`src/rtl/rep_string_ctrl_pkg.sv`:
```
`default_nettype none
// ============================================================================
// Module      : rep_string_ctrl_pkg
// Description : Shared encodings for the REP string-instruction sequencer.
// Revision    : 1.0  initial release
// ============================================================================
package rep_string_ctrl_pkg;

    localparam logic [1:0] OPSZ_8  = 2'd0;
    localparam logic [1:0] OPSZ_16 = 2'd1;
    localparam logic [1:0] OPSZ_32 = 2'd2;
    localparam logic [1:0] OPSZ_64 = 2'd3;

    localparam logic [0:0] REP_IDLE = 1'b0;
    localparam logic [0:0] REP_RUN  = 1'b1;

endpackage
`default_nettype wire

```
`src/rtl/rep_step_gen.sv`:
```
`default_nettype none
// ============================================================================
// Module      : rep_step_gen
// Description : Converts operand size and direction flag into a signed
//               per-iteration address step (two's complement when decrementing).
// Revision    : 1.0  initial release
// ============================================================================
module rep_step_gen
    import rep_string_ctrl_pkg::*;
#(
    parameter int ADDR_WIDTH = 32
) (
    input  logic [1:0]            opsize,
    input  logic                  dflag,
    output logic [ADDR_WIDTH-1:0] step
);

    logic [ADDR_WIDTH-1:0] w_mag;

    always_comb begin
        w_mag = '0;
        case (opsize)
            OPSZ_8:  w_mag[0] = 1'b1;
            OPSZ_16: w_mag[1] = 1'b1;
            OPSZ_32: w_mag[2] = 1'b1;
            OPSZ_64: w_mag[3] = 1'b1;
            default: w_mag[0] = 1'b1;
        endcase
        step = dflag ? -w_mag : w_mag;
    end

endmodule
`default_nettype wire

```
`src/rtl/rep_string_ctrl.sv`:
```
`default_nettype none
// ============================================================================
// Module      : rep_string_ctrl
// Description : Issues one REP string iteration per cycle, stepping both
//               memory addresses and decrementing the count; non-REP passes.
// Revision    : 1.0  initial release
// ============================================================================
module rep_string_ctrl
    import rep_string_ctrl_pkg::*;
#(
    parameter int ADDR_WIDTH = 32,
    parameter int CNT_WIDTH  = 32
) (
    input  logic                  clk,
    input  logic                  clr,
    input  logic                  valid,
    input  logic                  is_rep,
    input  logic                  no_other_stall,
    input  logic                  flush,
    input  logic [CNT_WIDTH-1:0]  count_in,
    input  logic [1:0]            opsize,
    input  logic                  dflag,
    input  logic                  step1_en,
    input  logic                  step2_en,
    input  logic [ADDR_WIDTH-1:0] mem1_in,
    input  logic [ADDR_WIDTH-1:0] mem2_in,
    output logic [ADDR_WIDTH-1:0] mem_addr1,
    output logic [ADDR_WIDTH-1:0] mem_addr2,
    output logic                  iter_valid,
    output logic                  last_iter,
    output logic [CNT_WIDTH-1:0]  cnt_out,
    output logic                  zero_skip,
    output logic                  rep_stall
);

    localparam logic [CNT_WIDTH-1:0] c_cnt_one = CNT_WIDTH'(1);

    logic [0:0]            r_state;
    logic [ADDR_WIDTH-1:0] r_addr1;
    logic [ADDR_WIDTH-1:0] r_addr2;
    logic [ADDR_WIDTH-1:0] r_step1;
    logic [ADDR_WIDTH-1:0] r_step2;
    logic [CNT_WIDTH-1:0]  r_cnt;

    logic [ADDR_WIDTH-1:0] w_step;
    logic [ADDR_WIDTH-1:0] w_step1;
    logic [ADDR_WIDTH-1:0] w_step2;
    logic                  w_accept;
    logic                  w_start;
    logic                  w_running;
    logic                  w_in_one;
    logic                  w_run_last;

    rep_step_gen #(
        .ADDR_WIDTH (ADDR_WIDTH)
    ) u_step_gen (
        .opsize (opsize),
        .dflag  (dflag),
        .step   (w_step)
    );

    assign w_step1    = step1_en ? w_step : '0;
    assign w_step2    = step2_en ? w_step : '0;
    assign w_accept   = (r_state == REP_IDLE) & valid & no_other_stall & ~flush;
    assign w_in_one   = (count_in == c_cnt_one);
    assign w_start    = w_accept & is_rep & (count_in > c_cnt_one);
    assign w_running  = (r_state == REP_RUN) & ~flush;
    assign w_run_last = (r_cnt == c_cnt_one);

    always_comb begin
        mem_addr1  = '0;
        mem_addr2  = '0;
        iter_valid = 1'b0;
        last_iter  = 1'b0;
        cnt_out    = '0;
        zero_skip  = 1'b0;
        rep_stall  = 1'b0;
        if (!clr) begin
            if (w_accept) begin
                if (!is_rep) begin
                    iter_valid = 1'b1;
                    last_iter  = 1'b1;
                    mem_addr1  = mem1_in;
                    mem_addr2  = mem2_in;
                    cnt_out    = count_in;
                end else if (count_in == '0) begin
                    zero_skip  = 1'b1;
                end else begin
                    iter_valid = 1'b1;
                    last_iter  = w_in_one;
                    rep_stall  = ~w_in_one;
                    mem_addr1  = mem1_in;
                    mem_addr2  = mem2_in;
                    cnt_out    = count_in - c_cnt_one;
                end
            end else if (w_running) begin
                // Final iteration releases the latch in the same cycle it issues
                iter_valid = no_other_stall;
                last_iter  = w_run_last;
                rep_stall  = ~w_run_last;
                mem_addr1  = r_addr1;
                mem_addr2  = r_addr2;
                cnt_out    = r_cnt - c_cnt_one;
            end
        end
    end

    always_ff @(posedge clk) begin
        if (clr) begin
            r_state <= REP_IDLE;
            r_addr1 <= '0;
            r_addr2 <= '0;
            r_step1 <= '0;
            r_step2 <= '0;
            r_cnt   <= '0;
        end else if (flush) begin
            r_state <= REP_IDLE;
        end else begin
            case (r_state)
                REP_IDLE: begin
                    if (w_start) begin
                        r_addr1 <= mem1_in + w_step1;
                        r_addr2 <= mem2_in + w_step2;
                        r_step1 <= w_step1;
                        r_step2 <= w_step2;
                        r_cnt   <= count_in - c_cnt_one;
                        r_state <= REP_RUN;
                    end
                end
                REP_RUN: begin
                    if (no_other_stall) begin
                        r_addr1 <= r_addr1 + r_step1;
                        r_addr2 <= r_addr2 + r_step2;
                        r_cnt   <= r_cnt - c_cnt_one;
                        if (w_run_last) begin
                            r_state <= REP_IDLE;
                        end
                    end
                end
                default: r_state <= REP_IDLE;
            endcase
        end
    end

endmodule
`default_nettype wire

```
`config.mk`:
```
export PLATFORM = sky130hd
export DESIGN_NAME = rep_string_ctrl
export DESIGN_NICKNAME = d
export VERILOG_FILES = /design/src/rtl/rep_string_ctrl_pkg.sv /design/src/rtl/rep_step_gen.sv /design/src/rtl/rep_string_ctrl.sv
export SDC_FILE = /design/constraint.sdc
export NUM_CORES = 1
export LEC_CHECK = 0
export ABC_AREA = 1
export CAP_MARGIN = 20
export CELL_PAD_IN_SITES_DETAIL_PLACEMENT = 1
export CELL_PAD_IN_SITES_GLOBAL_PLACEMENT = 2
export CORE_MARGIN = 5
export CORE_UTILIZATION = 29
export CTS_CLUSTER_DIAMETER = 50
export DETAILED_ROUTE_END_ITERATION = 8
export PLACE_DENSITY_LB_ADDON = 0.1
export SLEW_MARGIN = 40
export SYNTH_ARGS = -nofsm -noshare
export SYNTH_HDL_FRONTEND = slang
export SYNTH_SLANG_ARGS = --single-unit
```
`constraint.sdc`:
```
create_clock -name clk -period 4.05 [get_ports clk]
set_input_delay 1.0125 -clock clk [delete_from_list [all_inputs] [get_ports clk]]
set_output_delay 1.0125 -clock clk [all_outputs]
set_load 0.05 [all_outputs]
```
; Word level (Yosys, flattened, before mapping)
; Cells that the tools add are included.
; W data, S select, Z words.
[op_classes]
add_sub_neg = 7
n_lt_le_gt_ge = 1
n_eq_ne = 7
mux = 54
bitwise = 10
reduce_logical = 5
[op_table]
columns = op, n
row1 = $mux W32, 24
row2 = $pmux W32 S2, 3
row3 = $add A32 B32 Y32, 4
row4 = $eq A32 B1 Y1 const B, 2
row5 = $sub A32 B1 Y32 const B, 2
row6 = $gt A32 B1 Y1 const B, 1
row7 = $logic_not A32 Y1, 1
row8 = $neg A4 Y32, 1
row9 = $mux W1, 26
row10 = $and A1 B1 Y1, 6
row11 = $reduce_and A3 Y1, 2
row12 = $eq A2 B2 Y1 const B, 2
row13 = $ne A2 B2 Y1 const B, 2
row14 = $not A1 Y1, 4
row15 = $eq A2 B1 Y1 const B, 1
row16 = $logic_not A2 Y1, 1
row17 = $pmux W1 S2, 1
row18 = $reduce_or A2 Y1, 1
[totals]
regBits = 161
input_bits = 107
output_inout_bits = 100
word_cells = 90

; Depth between registers and ports, before layout
[depth]
word_depth = 8
depth_mapped = 19
ltp_nobuf = 19

; Cells and area by module
; A second synthesis with hierarchy kept.
[unflattened]
cells_unflattened = 3753
area_unflattened_um2 = 20091.8
[modules_own_cells]
columns = module, instances, cells_per_inst, area_per_inst_um2, seq_area_each_um2
row1 = rep_string_ctrl, 1, 3712, 19826.5, 3223.1
row2 = rep_step_gen, 1, 41, 265.3, 0.0

; Least setup slack after synthesis
; No wires, ideal clock.
[synth_timing]
path_kind = input port to output port
startpoint = input is_rep
endpoint = output cnt_out[4]
arrival_time_ns = 3.078
t_required_ns = 3.038
path_slack_ns = -0.041
cell_stages = 8
n_path_buf = 3
cell_sequence = buf_2 > inv_1 > nor2_1 > nand4_1 > nand2_1 > buf_2 > buf_4 > a211oi_1
[synth_between]
elab_chain_cells = 3
[synth_lines]
columns = item, line_no
row1 = "start, declared", rep_string_ctrl.sv:17  ; input logic is_rep,
row2 = $mux W32, rep_string_ctrl.sv:80  ; if (!is_rep) begin
row3 = $mux W32, rep_string_ctrl.sv:79  ; if (w_accept) begin
row4 = $mux W32, rep_string_ctrl.sv:78  ; if (!clr) begin
row5 = "end, declared", rep_string_ctrl.sv:31  ; output logic [CNT_WIDTH-1:0] cnt_out,
; Every way passes these cells.

; Worst setup path after layout
[layout_timing]
startpoint = input flush
endpoint = output mem_addr2[17]
[layout_between]
elab_chain_cells = 5
elab_cells_between_ends = 6
cone_classes = mux (3) / bitwise (3)
[layout_lines]
columns = item, line_no
row1 = "start, declared", rep_string_ctrl.sv:19  ; input logic flush,
row2 = $not A1 Y1 (no line) *, --
row3 = $and A1 B1 Y1, rep_string_ctrl.sv:67  ; assign w_running = (r_state == REP_RUN) & ~flush;
row4 = $mux W32, rep_string_ctrl.sv:96  ; end else if (w_running) begin
row5 = $mux W32 *, rep_string_ctrl.sv:79
row6 = $mux W32 *, rep_string_ctrl.sv:78
row7 = "end, declared", rep_string_ctrl.sv:28  ; output logic [ADDR_WIDTH-1:0] mem_addr2,
; Every way passes the cells marked *; elsewhere a longest branch is shown, timed or not.

==> metrics.yaml <==
grt-ovfl-total: 0
tightest_slew_ns: 0.850
ys_ff_latch: 111
cp_max_fo: 6
dp.final_hpwl_mm: 76.3
dp_cells: 4763
core_sq_um: 61800
rsz0062_at_grt: "yes"
finalPower_uw: 4360
synth-edff-count: 0
start_util: 0.293
synthFlopType: "dfxtp_1"
crit_top_cell: "buf_4"
die_w_microns: 260
final-instance-count-excl-fill: 4802
clk_pin_slew_worst_paths_ns: 0.08
antenna_found_initial: 1
startpoint: "flush"
synth_top_area_frac: 0.251
clockBufferDepth: 2
status: "finished, final reports clean"
wire_per_inst_microns: 19.2
worst-path-buf-inv: 5
drt_wl_total_mm: 92.2
finalInstanceArea_sq_um: 24900
clock_latency_ns: 0.40
synthTopCellsByCount: "nand2_1, inv_1, nor2_1"
ys_warn_count: 0
synth_top_area_cell: "nand2_1"
cts_tree: "done"
timing.rr.start: "r_step2[30]$_SDFFE_PP0P_"
clockRootBuffer: "clkbuf_16"
min-delay-start: "r_step1[3]$_SDFFE_PP0P_"
io_buffers: 206
power_per_cell_area_nw_per_um2: 175
netlist_area_sq_um: 18100
setup_viol: 0
tns_ns: 0
dieArea_sq_um: 67500
ir_worst_vdd_mv: 0.217
layout-drive-gt1-share: 0.150
path_cells: "clkdlybuf4s50_1, buf_4, nor2_4, inv_1, o21ai_1, buf_4, o21ai_0, nor2_1, buf_12"
crit_arrival_ns: 2.99
synth.distinct_cells: 44
synthArstFlopShare: 0
synth_nets: 3751
seq_area_frac_synth: 0.123
ctsHoldBuffers: 0
critical_path_class: "in2out"
numCtsBuffers: 9
num_vias: 23652
pre_cts_ws_ns: -0.519
ios: 207
period_minus_slack_ns: 4.00
rows: 91
drtPass1Iterations: 5
synth.area.top_cells: "nand2_1, inv_1, dfxtp_1"
die_y_microns: 260
synthMostInstantiatedCell: "nand2_1"
place_area_sq_um: 23800
h-tree-depth: 3
grt_max_degree: 91
cts_sinks: 111
drtAntennaViolNets: 0
dr.first_iter.drc_count: 1106
synthCells: 3510
hold_viol: 0
grt_use_total: 0.262
crit_family: "buffers and inverters"
areaGrowthSynthToFinish_pct: 37.5
clock.fmax_ghz: 0.250
avgSynthCellArea_sq_um: 5.16
cp_data_required_time_ns: 3.04
timing.final.crit_share: 0.987
slowest_delay_ns: 0.47
worstSetupStartpointType: "input pin"
crit_path_top_delay_cell: "clkdlybuf4s50_1"
vias_per_cell: 4.93
drc: 0
routabilityCongestion: 0.909
hold_class: "reg2reg"
grt_pass1_vias: 24751
slew_violations: 0
slew_headroom: 0.433
n_antenna_cell: 0
finalNetCount: 4201
grt_pass1_wl_mm: 140
setup_ws_ns: 0.0509
fin_skew_ns: 0.0201
p_leak_uw: 0.0139
endpoint_kind: "primary output"
cap_viol_max_count: 0
cell families after synthesis:
family | share of synthesized area
simple gates | 0.454
fa+ha+maj | 0.0943
flops | 0.123
xor+xnor | 0.0329
compound gates | 0.144
buf+inv | 0.151
worst paths after layout:
| path | slack (ns) | to | cells after the start |
|---|---|---|---|
| worst max-delay path | 0.05 | mem_addr2[17] | 9 |
| worst min-delay path | 0.49 | r_step1[3]$_SDFFE_PP0P_ | 2 |
| worst max register to register | 1.12 | r_addr2[31]$_SDFFE_PP0P_ | 14 |
| worst min register to register | 0.49 | r_step1[3]$_SDFFE_PP0P_ | 2 |
state kept, by name (all words and copies together) (netlist names):
register and cells:
r_addr2 32, r_step1 7, r_cnt 32, r_step2 7
r_addr1 32, r_state 1
cell usage in the layout, fill, tap and decap left out, types with 16 or more instances in the layout:
cell	synthesis	layout
a211oi_2	1	16
o21ai_1	19	27
buf_12	0	72
o21ai_0	171	160
nand2_1	1211	1193
nand4_1	24	24
nor2_1	422	378
nand2_2	2	18
a21oi_1	186	174
nand3_1	264	259
nor2_2	3	36
a211oi_1	57	42
clkdlybuf4s50_1	0	75
nor3_1	32	27
dlymetal6s2s_1	0	20
xor2_1	56	49
ha_1	130	129
inv_1	607	598
nand3b_1	22	22
buf_4	2	348
dfxtp_1	111	110
metal layers:
layer	wire (microns)	vias to the layer above	global-route usage
li1	-	11879	-
met1	41500	11323	0.332
met2	45700	347	0.479
met3	2240	103	0.0176
met4	2800	0	0.0734
met5	0	-	0
metrics by stage:
step	hold WS [ns]	util
3_3_place_gp	0.455	0.384
2_1_floorplan	0.449	-
4_1_cts	0.489	0.394
6_report	0.490	0.403
5_1_grt	0.507	0.403
3_5_place_dp	0.478	0.384
what timing repair did:
action | in CTS | in global routing
setup buffers | 10 | 11
pin swaps | 17 | 33
gates resized for setup | 73 | 118
setup endpoints to repair | 102 | 114
gates cloned | 0 | 2
cell type report:
class,count,area [sq um]
Sequential cell,111,2230
Inverter,613,2310
Tap cell,837,1050
Fill cell,8522,36900
Multi-Input combinational cell,2688,13700
Clock buffer,10,239
Clock inverter,6,90.1
Timing Repair Buffer,537,5300
power breakdown:
part | internal (uW) | switching, uW
sequential | 1130 | 58.8
clock | 565 | 505
combinational | 833 | 1260
total | 2530 | 1830
worst min-delay path, cell delays in order (launching register included):
cell     delay, ns
dfxtp_1       0.33
nand2_1       0.07
a21oi_1       0.06
Power figures use the tool's default switching activity.
